===== config.mk =====
export PLATFORM = sky130hd
export DESIGN_NAME = dx_rnd_src_sampler
export DESIGN_NICKNAME = d
export VERILOG_FILES = /design/src/rtl/dx_rnd_src_sampler.sv
export SDC_FILE = /design/constraint.sdc
export NUM_CORES = 1
export LEC_CHECK = 0
export ABC_AREA = 1
export CORE_MARGIN = 3
export CORE_UTILIZATION = 55
export CTS_CLUSTER_DIAMETER = 150
export DETAILED_ROUTE_END_ITERATION = 6
export GPL_ROUTABILITY_DRIVEN = 0
export GPL_TIMING_DRIVEN = 0
export HOLD_SLACK_MARGIN = 0.15
export PLACE_DENSITY = 0.83
export SLEW_MARGIN = 20
export SYNTH_ARGS = -nofsm -noshare
export SYNTH_HDL_FRONTEND = slang
export SYNTH_SLANG_ARGS = --single-unit
export TNS_END_PERCENT = 50

===== constraint.sdc =====
create_clock -name rng_clk -period 2 [get_ports rng_clk]
set_input_delay 0.6 -clock rng_clk [delete_from_list [all_inputs] [get_ports rng_clk]]
set_output_delay 0.6 -clock rng_clk [all_outputs]
set_load 0.005 [all_outputs]

===== src/rtl/dx_rnd_src_sampler.sv =====
// dx_rnd_src_sampler
//
// Consumer end of the ring-oscillator entropy source. It enables the
// oscillator and selects its chain. It brings the asynchronous oscillator
// output into the rng_clk domain through a two-flop synchronizer. It then
// decimates the samples, packs them into WORD_W-bit words and hands each
// word to the TRNG core over a valid/ready handshake.
//
// Optional build macro: DX_TRNG_VON_NEUMANN_EN
//   When defined, samples are debiased in non-overlapping pairs
//   (01 -> 0, 10 -> 1, 00/11 dropped). The extra output vn_discard
//   pulses for one cycle for each dropped pair.
//
// Ports:
//   rng_clk      in   sampling clock, rising edge
//   rng_rst_n    in   synchronous reset, active low
//   trng_en      in   level request to collect entropy
//   src_sel      in   chain select, latched when leaving IDLE
//   sample_div   in   sample every sample_div+1 cycles, latched when leaving IDLE
//   rnd_src      in   raw oscillator output (asynchronous)
//   rnd_src_en   out  oscillator enable
//   rnd_src_sel  out  latched chain select
//   rnd_data     out  collected word
//   rnd_valid    out  rnd_data holds a complete word
//   rnd_ready    in   consumer accepts the word
//   vn_discard   out  (macro only) one-cycle pulse per dropped pair
//   busy         out  state is not IDLE

module dx_rnd_src_sampler #(
  parameter int WORD_W        = 32,
  parameter int WARMUP_CYCLES = 64,
  parameter int DIV_W         = 8
) (
  input  logic              rng_clk,
  input  logic              rng_rst_n,
  input  logic              trng_en,
  input  logic [1:0]        src_sel,
  input  logic [DIV_W-1:0]  sample_div,
  input  logic              rnd_src,
  output logic              rnd_src_en,
  output logic [1:0]        rnd_src_sel,
  output logic [WORD_W-1:0] rnd_data,
  output logic              rnd_valid,
  input  logic              rnd_ready,
`ifdef DX_TRNG_VON_NEUMANN_EN
  output logic              vn_discard,
`endif
  output logic              busy
);

  localparam int BCW = (WORD_W > 1) ? $clog2(WORD_W) : 1;
  localparam int WCW = (WARMUP_CYCLES > 1) ? $clog2(WARMUP_CYCLES) : 1;

  localparam logic [BCW-1:0] LAST_BIT  = BCW'(WORD_W - 1);
  localparam logic [WCW-1:0] LAST_WARM = WCW'(WARMUP_CYCLES - 1);

  localparam logic [1:0] ST_IDLE    = 2'd0;
  localparam logic [1:0] ST_WARMUP  = 2'd1;
  localparam logic [1:0] ST_COLLECT = 2'd2;
  localparam logic [1:0] ST_HOLD    = 2'd3;

  logic [1:0]        state_q;
  logic              s0_q;
  logic              s1_q;
  logic [DIV_W-1:0]  div_q;
  logic [WCW-1:0]    warm_cnt_q;
  logic [DIV_W-1:0]  samp_cnt_q;
  logic [BCW-1:0]    bit_cnt_q;
  logic [WORD_W-1:0] shift_q;

  logic sample_tick;
  logic emit_valid;
  logic emit_bit;
  logic word_done;

  assign busy = (state_q != ST_IDLE);

  // A sample is taken only while collecting and still enabled. An abort
  // cycle therefore never produces a bit or a discard pulse.
  assign sample_tick = (state_q == ST_COLLECT) && trng_en && (samp_cnt_q == div_q);

`ifdef DX_TRNG_VON_NEUMANN_EN
  logic vn_phase_q;
  logic vn_first_q;

  // The second sample of a pair emits the first sample's value when the
  // two differ. This gives 01 -> 0 and 10 -> 1.
  always_comb begin
    emit_valid = sample_tick && vn_phase_q && (vn_first_q != s1_q);
    emit_bit   = vn_first_q;
  end

  // Pair tracking. The phase is held clear outside COLLECT, so every entry
  // into COLLECT (from WARMUP or after a handshake) starts a fresh pair.
  always_ff @(posedge rng_clk) begin
    if (!rng_rst_n) begin
      vn_phase_q <= 1'b0;
      vn_first_q <= 1'b0;
      vn_discard <= 1'b0;
    end else begin
      vn_discard <= 1'b0;
      if (state_q != ST_COLLECT) begin
        vn_phase_q <= 1'b0;
      end else if (sample_tick) begin
        if (!vn_phase_q) begin
          vn_first_q <= s1_q;
          vn_phase_q <= 1'b1;
        end else begin
          vn_phase_q <= 1'b0;
          vn_discard <= (vn_first_q == s1_q);
        end
      end
    end
  end
`else
  always_comb begin
    emit_valid = sample_tick;
    emit_bit   = s1_q;
  end
`endif

  assign word_done = emit_valid && (bit_cnt_q == LAST_BIT);

  // Two-flop synchronizer for the asynchronous oscillator output.
  always_ff @(posedge rng_clk) begin
    if (!rng_rst_n) begin
      s0_q <= 1'b0;
      s1_q <= 1'b0;
    end else begin
      s0_q <= rnd_src;
      s1_q <= s0_q;
    end
  end

  // Main control. Partial bits collect in shift_q. rnd_data is written only
  // when a word completes, so an aborted word never disturbs it.
  always_ff @(posedge rng_clk) begin
    if (!rng_rst_n) begin
      state_q     <= ST_IDLE;
      rnd_src_en  <= 1'b0;
      rnd_src_sel <= 2'd0;
      rnd_data    <= '0;
      rnd_valid   <= 1'b0;
      div_q       <= '0;
      warm_cnt_q  <= '0;
      samp_cnt_q  <= '0;
      bit_cnt_q   <= '0;
      shift_q     <= '0;
    end else begin
      case (state_q)
        ST_IDLE: begin
          rnd_src_en <= 1'b0;
          if (trng_en) begin
            rnd_src_sel <= src_sel;
            div_q       <= sample_div;
            warm_cnt_q  <= '0;
            samp_cnt_q  <= '0;
            bit_cnt_q   <= '0;
            shift_q     <= '0;
            rnd_src_en  <= 1'b1;
            state_q     <= ST_WARMUP;
          end
        end

        ST_WARMUP: begin
          if (!trng_en) begin
            rnd_src_en <= 1'b0;
            state_q    <= ST_IDLE;
          end else if (warm_cnt_q == LAST_WARM) begin
            samp_cnt_q <= '0;
            bit_cnt_q  <= '0;
            state_q    <= ST_COLLECT;
          end else begin
            warm_cnt_q <= warm_cnt_q + 1'b1;
          end
        end

        ST_COLLECT: begin
          if (!trng_en) begin
            rnd_src_en <= 1'b0;
            state_q    <= ST_IDLE;
          end else if (sample_tick) begin
            samp_cnt_q <= '0;
            if (word_done) begin
              rnd_data  <= {shift_q[WORD_W-2:0], emit_bit};
              rnd_valid <= 1'b1;
              state_q   <= ST_HOLD;
            end else if (emit_valid) begin
              shift_q   <= {shift_q[WORD_W-2:0], emit_bit};
              bit_cnt_q <= bit_cnt_q + 1'b1;
            end
          end else begin
            samp_cnt_q <= samp_cnt_q + 1'b1;
          end
        end

        ST_HOLD: begin
          // The oscillator follows trng_en one cycle late while the word waits.
          rnd_src_en <= trng_en;
          if (rnd_valid && rnd_ready) begin
            rnd_valid  <= 1'b0;
            samp_cnt_q <= '0;
            bit_cnt_q  <= '0;
            state_q    <= trng_en ? ST_COLLECT : ST_IDLE;
          end
        end

        default: begin
          rnd_src_en <= 1'b0;
          state_q    <= ST_IDLE;
        end
      endcase
    end
  end

endmodule


==> metrics.md, run 1 <==
| Metric | Value |
|---|---|
| Status | `complete, no violations` |
| Post-synth EDFFs | `0` |
| Synth Instances | `~560` |
| H-tree Lvls | `3` |
| Worst R2R Start | `state_q[0]` |
| Maxcap violations | `0` |
| Final Slew Violations | `0` |
| TritonCTS clock tree | `built` |
| Path category of the worst min-delay check | `register to register` |
| Synth Register Bits | `between 90 and 100` |
| Area growth from synthesis to layout | `20.9%` |
| DR vias/cell | `between 5 and 6` |
| Logic pwr share | `approximately a third` |
| Setup Slack @ Placement | `-491 ps` |
| Final hold vios | `0` |
| Power Density | `1040 nW/um^2` |
| Routed len/inst | `between 10 and 15 um` |
| Total net switching power | `around 2.0 mW` |
| Top cells by count, synth | `172 x nand2_1, 98 x dfxtp_1, 84 x a21oi_1, 42 x nor2_1, 40 x inv_1` |
| Crit-path max cell delay | `roughly 450 ps` |
| Finish-stage setup viols | `0` |
| Global-route wire length before repair | `about 16000 um` |
| Share of layout cells above drive strength 1 | `9.84%` |
| Fmax | `just over 500 MHz` |
| Worst-path clk slew | `approximately 100 ps` |
| Post-synth ARST share | `0%` |
| DP HPWL | `6540 um` |
| Antenna fix cells | `0` |
| Via count | `~3900` |
| Worst Tran Pin Value | `about 480 ps` |
| Hold_buf cts | `0` |
| Leakage dissipation | `around 1.9 nW` |
| Synth warn | `0` |
| Sw frac | `between 30% and 40%` |
| Core region area | `7020 um^2` |
| Slowest CP cell | `clkdlybuf4s50_1` |
| Final WL | `9380 um` |
| Clock root buffer | `clkbuf_8` |
| Nets | `648` |
| Skew-Pair Late Insertion Delay | `370 ps` |
| Die Span Y | `between 90 and 100 um` |
| Fill count | `561` |
| Peak supply drop | `approximately 0.65 mV` |
| Most common cell in the netlist | `nand2_1` |
| Distinct cells, synth | `29` |
| Num CTS Buffers | `9` |
| # IOs | `52` |
| Power share of the clock group | `23.1%` |
| Setup Skew | `between 10 and 15 ps` |
| RSZ-0062 raised after global routing | `no` |
| DRT antenna net count | `0` |
| Largest net degree at the start of global routing | `19` |
| I/O Buffers | `50` |
| Max clock buf depth | `2` |
| Worst Hold End | `emit_bit` |
| Initial antenna violation count | `0` |
| Main synth FF type | `dfxtp_1` |
| Sequential power share | `a little over two fifths` |
| DRC violations left | `0` |
| Overflow after GRT | `0` |
| Synth Net Count | `approximately 580` |
| Mapped Avg Cell Area | `7.37 um^2` |
| Top-area cell type share of the netlist area | `47.5%` |
| FF-to-FF setup slack | `~110 ps` |
| Tmin final | `slightly below 2000 ps` |
| Reg2reg end | `shift_q[18]` |
| Die X | `between 90 and 100 um` |
| Vias in the first global route | `3548` |
| Mapped Area | `a little over 4000 um^2` |
| Die Area | `around 8600 um^2` |
| Post-layout util | `a little under three quarters` |
| Crit path arrival time | `between 2000 and 2500 ps` |
| Clk sinks | `98` |
| Min-Delay Startpoint | `s0_q` |
| Largest area contributor in the netlist | `dfxtp_1` |
| Pre-Repair DR Iteration Count | `5` |
| R2R cell count | `8` |
| Top fanout value on the critical path | `5` |
| WP data required | `approximately 2300 ps` |
| Total GRT Usage | `between 20 and 25%` |
| P_int | `around 3.2 mW` |
| WHS Path Cells | `2` |
| Most numerous cell on the critical path | `nand2_2` |
| Dominant cells by area after synthesis | `dfxtp_1 47%, nand2_1 16%, a21oi_1 10%` |
| Final Cycle Share | `96.7%` |
| Slew headroom | `~68%` |
| FP Rows | `30` |
| Crit start category | `input pin` |
| Initial core utilization | `58.9%` |
| Seq/Total Area, Yosys | `47.5%` |
| Setup CP Type | `input pin to register` |
| Crit-path cells | `clkdlybuf4s50_1 -> nand2_1 -> nand2_2 -> o21ai_1 -> nor2_1 -> nand2_2 -> inv_2 -> nand2_2 -> nor2_2 -> nand2_1 -> o21ai_0 -> a21oi_1` |
| Iter 0 DRT Violations | `~250` |
| Fin worst setup slack | `between 60 and 70 ps` |
| Critical path capture point type | `register` |
| PnR Total Power | `between 5 and 6 mW` |
-- cells in the final DEF (no fill, tap or decap), drive strengths merged --
cell type        n
clkdlybuf4s50   49
dfxtp           98
nor3             1
o21ai           20
nand3b           1
inv             46
ha               8
clkinv           4
clkbuf          23
xor2             3
clkinvlp         2
a21oi           86
dlygate4sd2      1
nand2          175
nor2            44
nor3b            1
or2              1
buf             20
nand3           11
nand4           36
-- power by group through the flow --
stage	clock [mW]	sequential (mW)	combinational (mW)
finish	1.20	2.20	1.78
detailed placement	0	2.24	1.64
global placement	0	2.24	1.59
global route	1.29	2.22	1.99
CTS	1.21	2.19	1.71
floorplan	0	2.22	1.23
-- sequential cells by signal, summed over array words and instances, names as in the netlist, 2 cells and up --
signal       flops
rnd_data        32
shift_q         31
div_q            8
samp_cnt_q       8
warm_cnt_q       6
bit_cnt_q        5
rnd_src_sel      2
state_q          2
-- worst max-delay path, delay by kind of cell --
kind / cells / cell delay, ps
AO/OA/AOI/OAI: 3 / 310
AND/OR/NAND/NOR: 7 / 710
buffers and inverters: 2 / 570
-- kinds of logic after synthesis --
| group | Yosys count | synth area share, % |
|---|---|---|
| compound gates | 106 | 13.1 |
| xor+xnor | 3 | 0.636 |
| fa+ha+maj | 8 | 2.42 |
| buf+inv | 76 | 8.36 |
| flops | 98 | 47.5 |
| simple gates | 270 | 28.0 |
-- layer usage --
layer  GRT usage, %  part of all wire, %  vias to the layer above
met2           38.2                   49                       94
met4           8.30                  1.8                        0
met5              0                    0                        -
met1           28.0                   45                     1789
met3           5.28                  4.2                       16
li1               -                    -                     1952
-- repair_timing --
action	in CTS	in global routing
setup buffers	2	1
pin swaps	0	2
gates resized for setup	8	10
hold endpoints to repair	0	0
setup endpoints to repair	2	36
-- how the worst max path moves through the flow --
stage | startpoint | end | slack [ps] | cells after the start
detailed placement | rnd_ready | samp_cnt_q[6] | -490 | 12
floorplan | trng_en | samp_cnt_q[6] | 240 | 10
CTS | rnd_ready | samp_cnt_q[6] | 20 | 12
global route | rnd_ready | samp_cnt_q[6] | 1 | 12
finish | rnd_ready | samp_cnt_q[6] | 70 | 12
global placement | rnd_ready | samp_cnt_q[6] | -410 | 12
-- cell type report --
cell class                      count  area [um^2]  area share, %
Buffer                             31          178           3.56
Timing Repair Buffer               53          522           10.4
Tap cell                           96          120           2.40
Inverter                           45          169           3.38
Clock inverter                      7         62.6           1.25
Sequential cell                    98         1970           39.4
Multi-Input combinational cell    387         1860           37.1
Clock buffer                        9          124           2.48
-- through the flow --
stage               instance area [um^2]  TNS, ps  hold slack [ps]  std cells
floorplan                           4130        0              390        561
global placement                    4750    -6610              397        707
detailed placement                  4750    -7470              420        707
finish                              5000        0              441        726
global route                        5000        0              441        726
CTS                                 4960        0              439        725
No activity file was read; power rests on OpenSTA's default activity.
==> run 2, diff against run 1 <==
--- a/config.mk
+++ b/config.mk
@@ -14,6 +14,8 @@
 export GPL_TIMING_DRIVEN = 0
 export HOLD_SLACK_MARGIN = 0.15
 export PLACE_DENSITY = 0.83
+export REMOVE_ABC_BUFFERS = 1
+export SKIP_CTS_REPAIR_TIMING = 1
 export SLEW_MARGIN = 20
 export SYNTH_ARGS = -nofsm -noshare
 export SYNTH_HDL_FRONTEND = slang
==> run 2 against run 1 <==
Fmax decreased by 2.7%; critical path depth decreased by 4; first-iteration DRC count increased by 40%; clock skew increased by 1.5 ps; via count increased by 3.9%; global-route usage decreased by 2.5 points; sequential share of layout area decreased by 1.2 points; power increased by 9.8%; flip-flop and latch count unchanged; worst hold slack improved by 5.5 ps; cell count decreased by 1.5%; critical endpoint is now shift_q[7].
==> metrics.md, run 2 (synthesis gave the netlist of run 1 again) <==
| Metric | Value |
|---|---|
| Largest net degree at the start of global routing | `70` |
| WP data required | `~2300 ps` |
| Fin worst setup slack | `between 10 and 15 ps` |
| I/O Buffers | `51` |
| Final instance area | `between 5000 and 6000 um^2` |
| RSZ-0062 raised after global routing | `yes` |
| Crit path arrival time | `around 2300 ps` |
| Routed len/inst | `about 14 um` |
| Setup CP Type | `register to register` |
| Nets | `between 600 and 700` |
| Skew-Pair Late Insertion Delay | `roughly 380 ps` |
| Commonest non-fill, non-tap cells in the layout | `168 x nand2_1, 96 x dfxtp_1, 84 x a21oi_1` |
| Final Cycle Share | `99.4%` |
| Fmax | `approximately 500 MHz` |
| Final hold vios | `0` |
| Peak supply drop | `between 0.8 and 0.9 mV` |
| Leakage dissipation | `1.91 nW` |
| Most common cell after layout, fill and taps aside | `nand2_1` |
| Critical path capture point type | `register` |
| Largest reg by FF count | `rnd_data` |
| Largest regs | `rnd_data: 32 flops, shift_q: 31 flops` |
| Overflow after GRT | `0` |
| Clk sinks | `98` |
| Max clock buf depth | `2` |
| DRC violations left | `0` |
| DRT antenna net count | `0` |
| Maxcap violations | `0` |
| Placed cell area | `4630 um^2` |
| Setup Slack @ Placement | `-1510 ps` |
| Slew headroom | `between 40% and 50%` |
| Worst Tran Pin Value | `slightly below 800 ps` |
| Initial antenna violation count | `0` |
| Share of layout cells above drive strength 1 | `between 10% and 20%` |
| Post-layout util | `between 70% and 80%` |
| Total GRT Usage | `approximately 20%` |
| Final WL | `10200 um` |
| Finish-stage setup viols | `0` |
| Clock root buffer | `clkbuf_8` |
| Initial core utilization | `approximately 59%` |
| Die X | `about 90 um` |
| Pre-Repair DR Iteration Count | `5` |
| H-tree Lvls | `3` |
| Hold WS | `~450 ps` |
| TritonCTS clock tree | `built` |
| DR vias/cell | `between 5 and 6` |
| Max reg flops | `32` |
| PnR Total Power | `around 5.7 mW` |
| Status | `complete, no violations` |
| Area growth from synthesis to layout | `24.7%` |
| Crit start category | `register` |
| # IOs | `52` |
| Path category of the worst min-delay check | `register to register` |
| Final Slew Violations | `0` |
| Iter 0 DRT Violations | `between 300 and 400` |
| Setup Skew | `14.7 ps` |
| Top fanout value on the critical path | `34` |
| Worst-path clk slew | `100 ps` |
| Num CTS Buffers | `9` |
| Die Area | `~8600 um^2` |
| Global-route wire length before repair | `14300 um` |
| Die Span Y | `between 90 and 100 um` |
| FP Rows | `30` |
| Vias in the first global route | `3331` |
| Tmin final | `roughly 2000 ps` |
| Via count | `4001` |
| DP HPWL | `around 5400 um` |
| Power Density | `~1100 nW/um^2` |
| Core region area | `between 7000 and 8000 um^2` |
| Antenna fix cells | `0` |
run 2: cell types whose count changed in the layout (fill, tap and decap cells not counted), moves of 4 or more:
cell      delta
buf_2        -6
inv_8        +4
clkbuf_1    -13
buf_4        +5
run 2: final timing paths:
| kind | from | depth (start not counted) | to | slack, ps |
|---|---|---|---|---|
| worst min-delay path | s0_q | 2 | emit_bit | 450 |
| worst min register to register | s0_q | 2 | emit_bit | 450 |
| worst max-delay path | state_q[1] | 8 | shift_q[7] | 10 |
| worst max register to register | state_q[1] | 8 | shift_q[7] | 10 |
run 2: final cells by class:
class / count / area (um^2)
sequential: 98 / 1970
tap: 96 / 120
multi-input combinational: 391 / 1970
clock inverter: 7 / 95.1
fill: 498 / 1860
clock buffer: 9 / 124
inverter: 45 / 185
timing repair buffer: 69 / 697
run 2: where the power goes:
| group | switching [mW] | leakage, nW | internal (mW) | total, mW |
|---|---|---|---|---|
| Combinational | 1.34 | 1.01 | 0.733 | 2.07 |
| Clock | 0.780 | 0.104 | 0.615 | 1.39 |
| Sequential | 0.106 | 0.794 | 2.11 | 2.21 |
| Total | 2.23 | 1.91 | 3.45 | 5.68 |
run 2: worst max-delay path, cell delays in order, from the launching register on:
cell and delay [ps]:
dfxtp_4 370, buf_4 140, ha_4 190, nand2_1 140
clkinvlp_4 150, buf_4 200, nand3_4 320, nand4_1 220
a21oi_1 200
run 2: per-stage QoR:
stage / instances / TNS (ps)
finish: 715 / 0
global route: 715 / -435
CTS: 694 / -85840
detailed placement: 678 / -96850
global placement: 677 / -174830
floorplan: 530 / -83760
run 2: layer usage:
| metal | share of wire (%) | GRT usage [%] |
|---|---|---|
| met2 | 50 | 36.1 |
| met4 | 2.8 | 7.69 |
| met5 | 0 | 0 |
| met3 | 5.6 | 3.17 |
| met1 | 42 | 23.8 |
==> run 3, diff against run 2 <==
--- a/config.mk
+++ b/config.mk
@@ -6,7 +6,6 @@
 export NUM_CORES = 1
 export LEC_CHECK = 0
 export ABC_AREA = 1
-export CORE_MARGIN = 3
 export CORE_UTILIZATION = 55
 export CTS_CLUSTER_DIAMETER = 150
 export DETAILED_ROUTE_END_ITERATION = 6
==> run 3 against run 2 <==
Global-route usage is 2.5 points higher; setup slack improved by 44 ps; clock-buffer cell count did not move; die area decreased by 8.4%; flip-flop and latch count unchanged; clock skew shrank 3.6 ps; critical path type is now input pin to register; largest power group unchanged.
==> metrics.md, run 3 (synthesis gave the netlist of run 1 again) <==
| Metric | Value |
|---|---|
| Worst R2R Start | `state_q[0]` |
| Leakage dissipation | `between 1.5 and 2 nW` |
| Final Cycle Share | `between 90% and 100%` |
| # IOs | `52` |
| Skew-Pair Late Insertion Delay | `~370 ps` |
| DRC violations left | `0` |
| Largest net degree at the start of global routing | `70` |
| Setup Skew | `11.2 ps` |
| Setup CP Type | `input pin to register` |
| Status | `complete, no violations` |
| Number of cells on the critical path | `12` |
| Top fanout value on the critical path | `6` |
| Die X | `88.7 um` |
| Overflow after GRT | `0` |
| DP HPWL | `5300 um` |
| Finish-stage setup viols | `0` |
| Global-route wire length before repair | `13900 um` |
| Total GRT Usage | `22.5%` |
| Crit path buf inv count | `2` |
| WP data required | `2260 ps` |
| Clk sinks | `98` |
| Hold WS | `between 400 and 500 ps` |
| Antenna fix cells | `0` |
| Clock root buffer | `clkbuf_8` |
| Crit path arrival time | `2210 ps` |
| Via count | `3905` |
| Reg2reg end | `shift_q[8]` |
| Share of layout cells above drive strength 1 | `approximately 11%` |
| Max reg flops | `32` |
| Initial antenna violation count | `0` |
| Path category of the worst min-delay check | `register to register` |
| Crit start category | `input pin` |
| Worst-path clk slew | `~90 ps` |
| Largest regs | `rnd_data: 32 flops, shift_q: 31 flops` |
| Most common cell after layout, fill and taps aside | `nand2_1` |
| Crit-path max cell delay | `~460 ps` |
| Max clock buf depth | `2` |
| Fmax | `approximately 510 MHz` |
| TritonCTS clock tree | `built` |
| Vias in the first global route | `between 3000 and 4000` |
| Pre-Repair DR Iteration Count | `5` |
| RSZ-0062 raised after global routing | `yes` |
| Routed len/inst | `~14 um` |
| Initial core utilization | `between 50% and 60%` |
| Setup crit end | `samp_cnt_q[6]` |
| Power Density | `around 1100 nW/um^2` |
| Final hold vios | `0` |
| Core region area | `7250 um^2` |
| H-tree Lvls | `3` |
| Worst Tran Pin Value | `482 ps` |
| Critical path capture point type | `register` |
| Largest reg by FF count | `rnd_data` |
| Die Span Y | `roughly 90 um` |
| DR vias/cell | `about 5.5` |
| Slowest CP cell | `clkdlybuf4s50_1` |
| FP Rows | `31` |
| Iter 0 DRT Violations | `between 300 and 400` |
| Area growth from synthesis to layout | `23.9%` |
| Maxcap violations | `0` |
| Crit-path cells | `clkdlybuf4s50_1 -> nand2_1 -> nand2_2 -> o21ai_1 -> nor2_1 -> nand2_2 -> inv_4 -> nand2_1 -> nor2_2 -> nand2_1 -> o21ai_2 -> a21oi_1` |
| Tmin final | `about 2000 ps` |
| Crit. Startpoint | `rnd_ready` |
| Placed cell area | `approximately 4600 um^2` |
| DRT antenna net count | `0` |
| PnR Total Power | `5.67 mW` |
| Final WL | `9730 um` |
| Most numerous cell on the critical path | `nand2_1` |
| I/O Buffers | `51` |
| FF-to-FF setup slack | `approximately 70 ps` |
| Nets | `633` |
| Slew headroom | `approximately 68%` |
| Commonest non-fill, non-tap cells in the layout | `167 x nand2_1, 95 x dfxtp_1, 84 x a21oi_1` |
| Final instance area | `around 5100 um^2` |
| WHS Path Cells | `2` |
| Crit path max-delay family | `simple AND/OR/NAND/NOR gates` |
| Die Area | `7870 um^2` |
| R2R cell count | `7` |
| Final Slew Violations | `0` |
| Peak supply drop | `0.981 mV` |
| Num CTS Buffers | `9` |
| Post-layout util | `approximately 70%` |
[run 3: cell types whose count changed in the layout (fill, tap and decap cells not counted), sizes merged]
cell	delta
clkinvlp	-2
clkbuf	+1
buf	-4
clkinv	+3
bufinv	+1
dlymetal6s2s	-1
inv	-2
[run 3: power by group]
part           internal, mW  switching (mW)  leakage [nW]
Sequential             2.10          0.0976         0.795
Combinational         0.716            1.32         0.978
Clock                 0.717           0.719         0.112
[run 3: cell type report]
class	count	area, um^2
clock inverters	7	101
clock buffers	9	124
fillers	557	2130
multi-input cells	391	1980
flip-flops and latches	98	1970
inverters	45	188
well taps	99	124
repair buffers	65	636
[run 3: how the worst min path moves through the flow]
stage               startpoint  endpoint  slack, ps
finish                    s0_q  emit_bit        420
global route              s0_q  emit_bit        450
CTS                       s0_q  emit_bit        430
detailed placement        s0_q  emit_bit        410
floorplan                 s0_q  emit_bit        390
global placement          s0_q  emit_bit        400
[run 3: per-stage QoR]
step	setup WS (ps)	std cells	setup TNS, ps
after global placement	-2290	680	-174070
after floorplan	-1220	530	-83760
after global routing	-117	714	-1160
after CTS	-1210	697	-81940
after detailed placement	-1510	681	-99650
final	56.7	714	0
[run 3: layer usage]
layer	share of wire [%]	global-route usage, %	up-vias	wire length [um]
li1	-	-	1936	-
met3	5.6	4.29	15	549
met1	43	27.9	1824	4190
met2	50	38.7	130	4830
met4	1.7	8.65	0	161
met5	0	0	-	0
[run 3: worst min-delay path, cell delays in order, from the launching register on]
cell     delay (ps)
dfxtp_1         310
nand2_1          50
inv_1            30
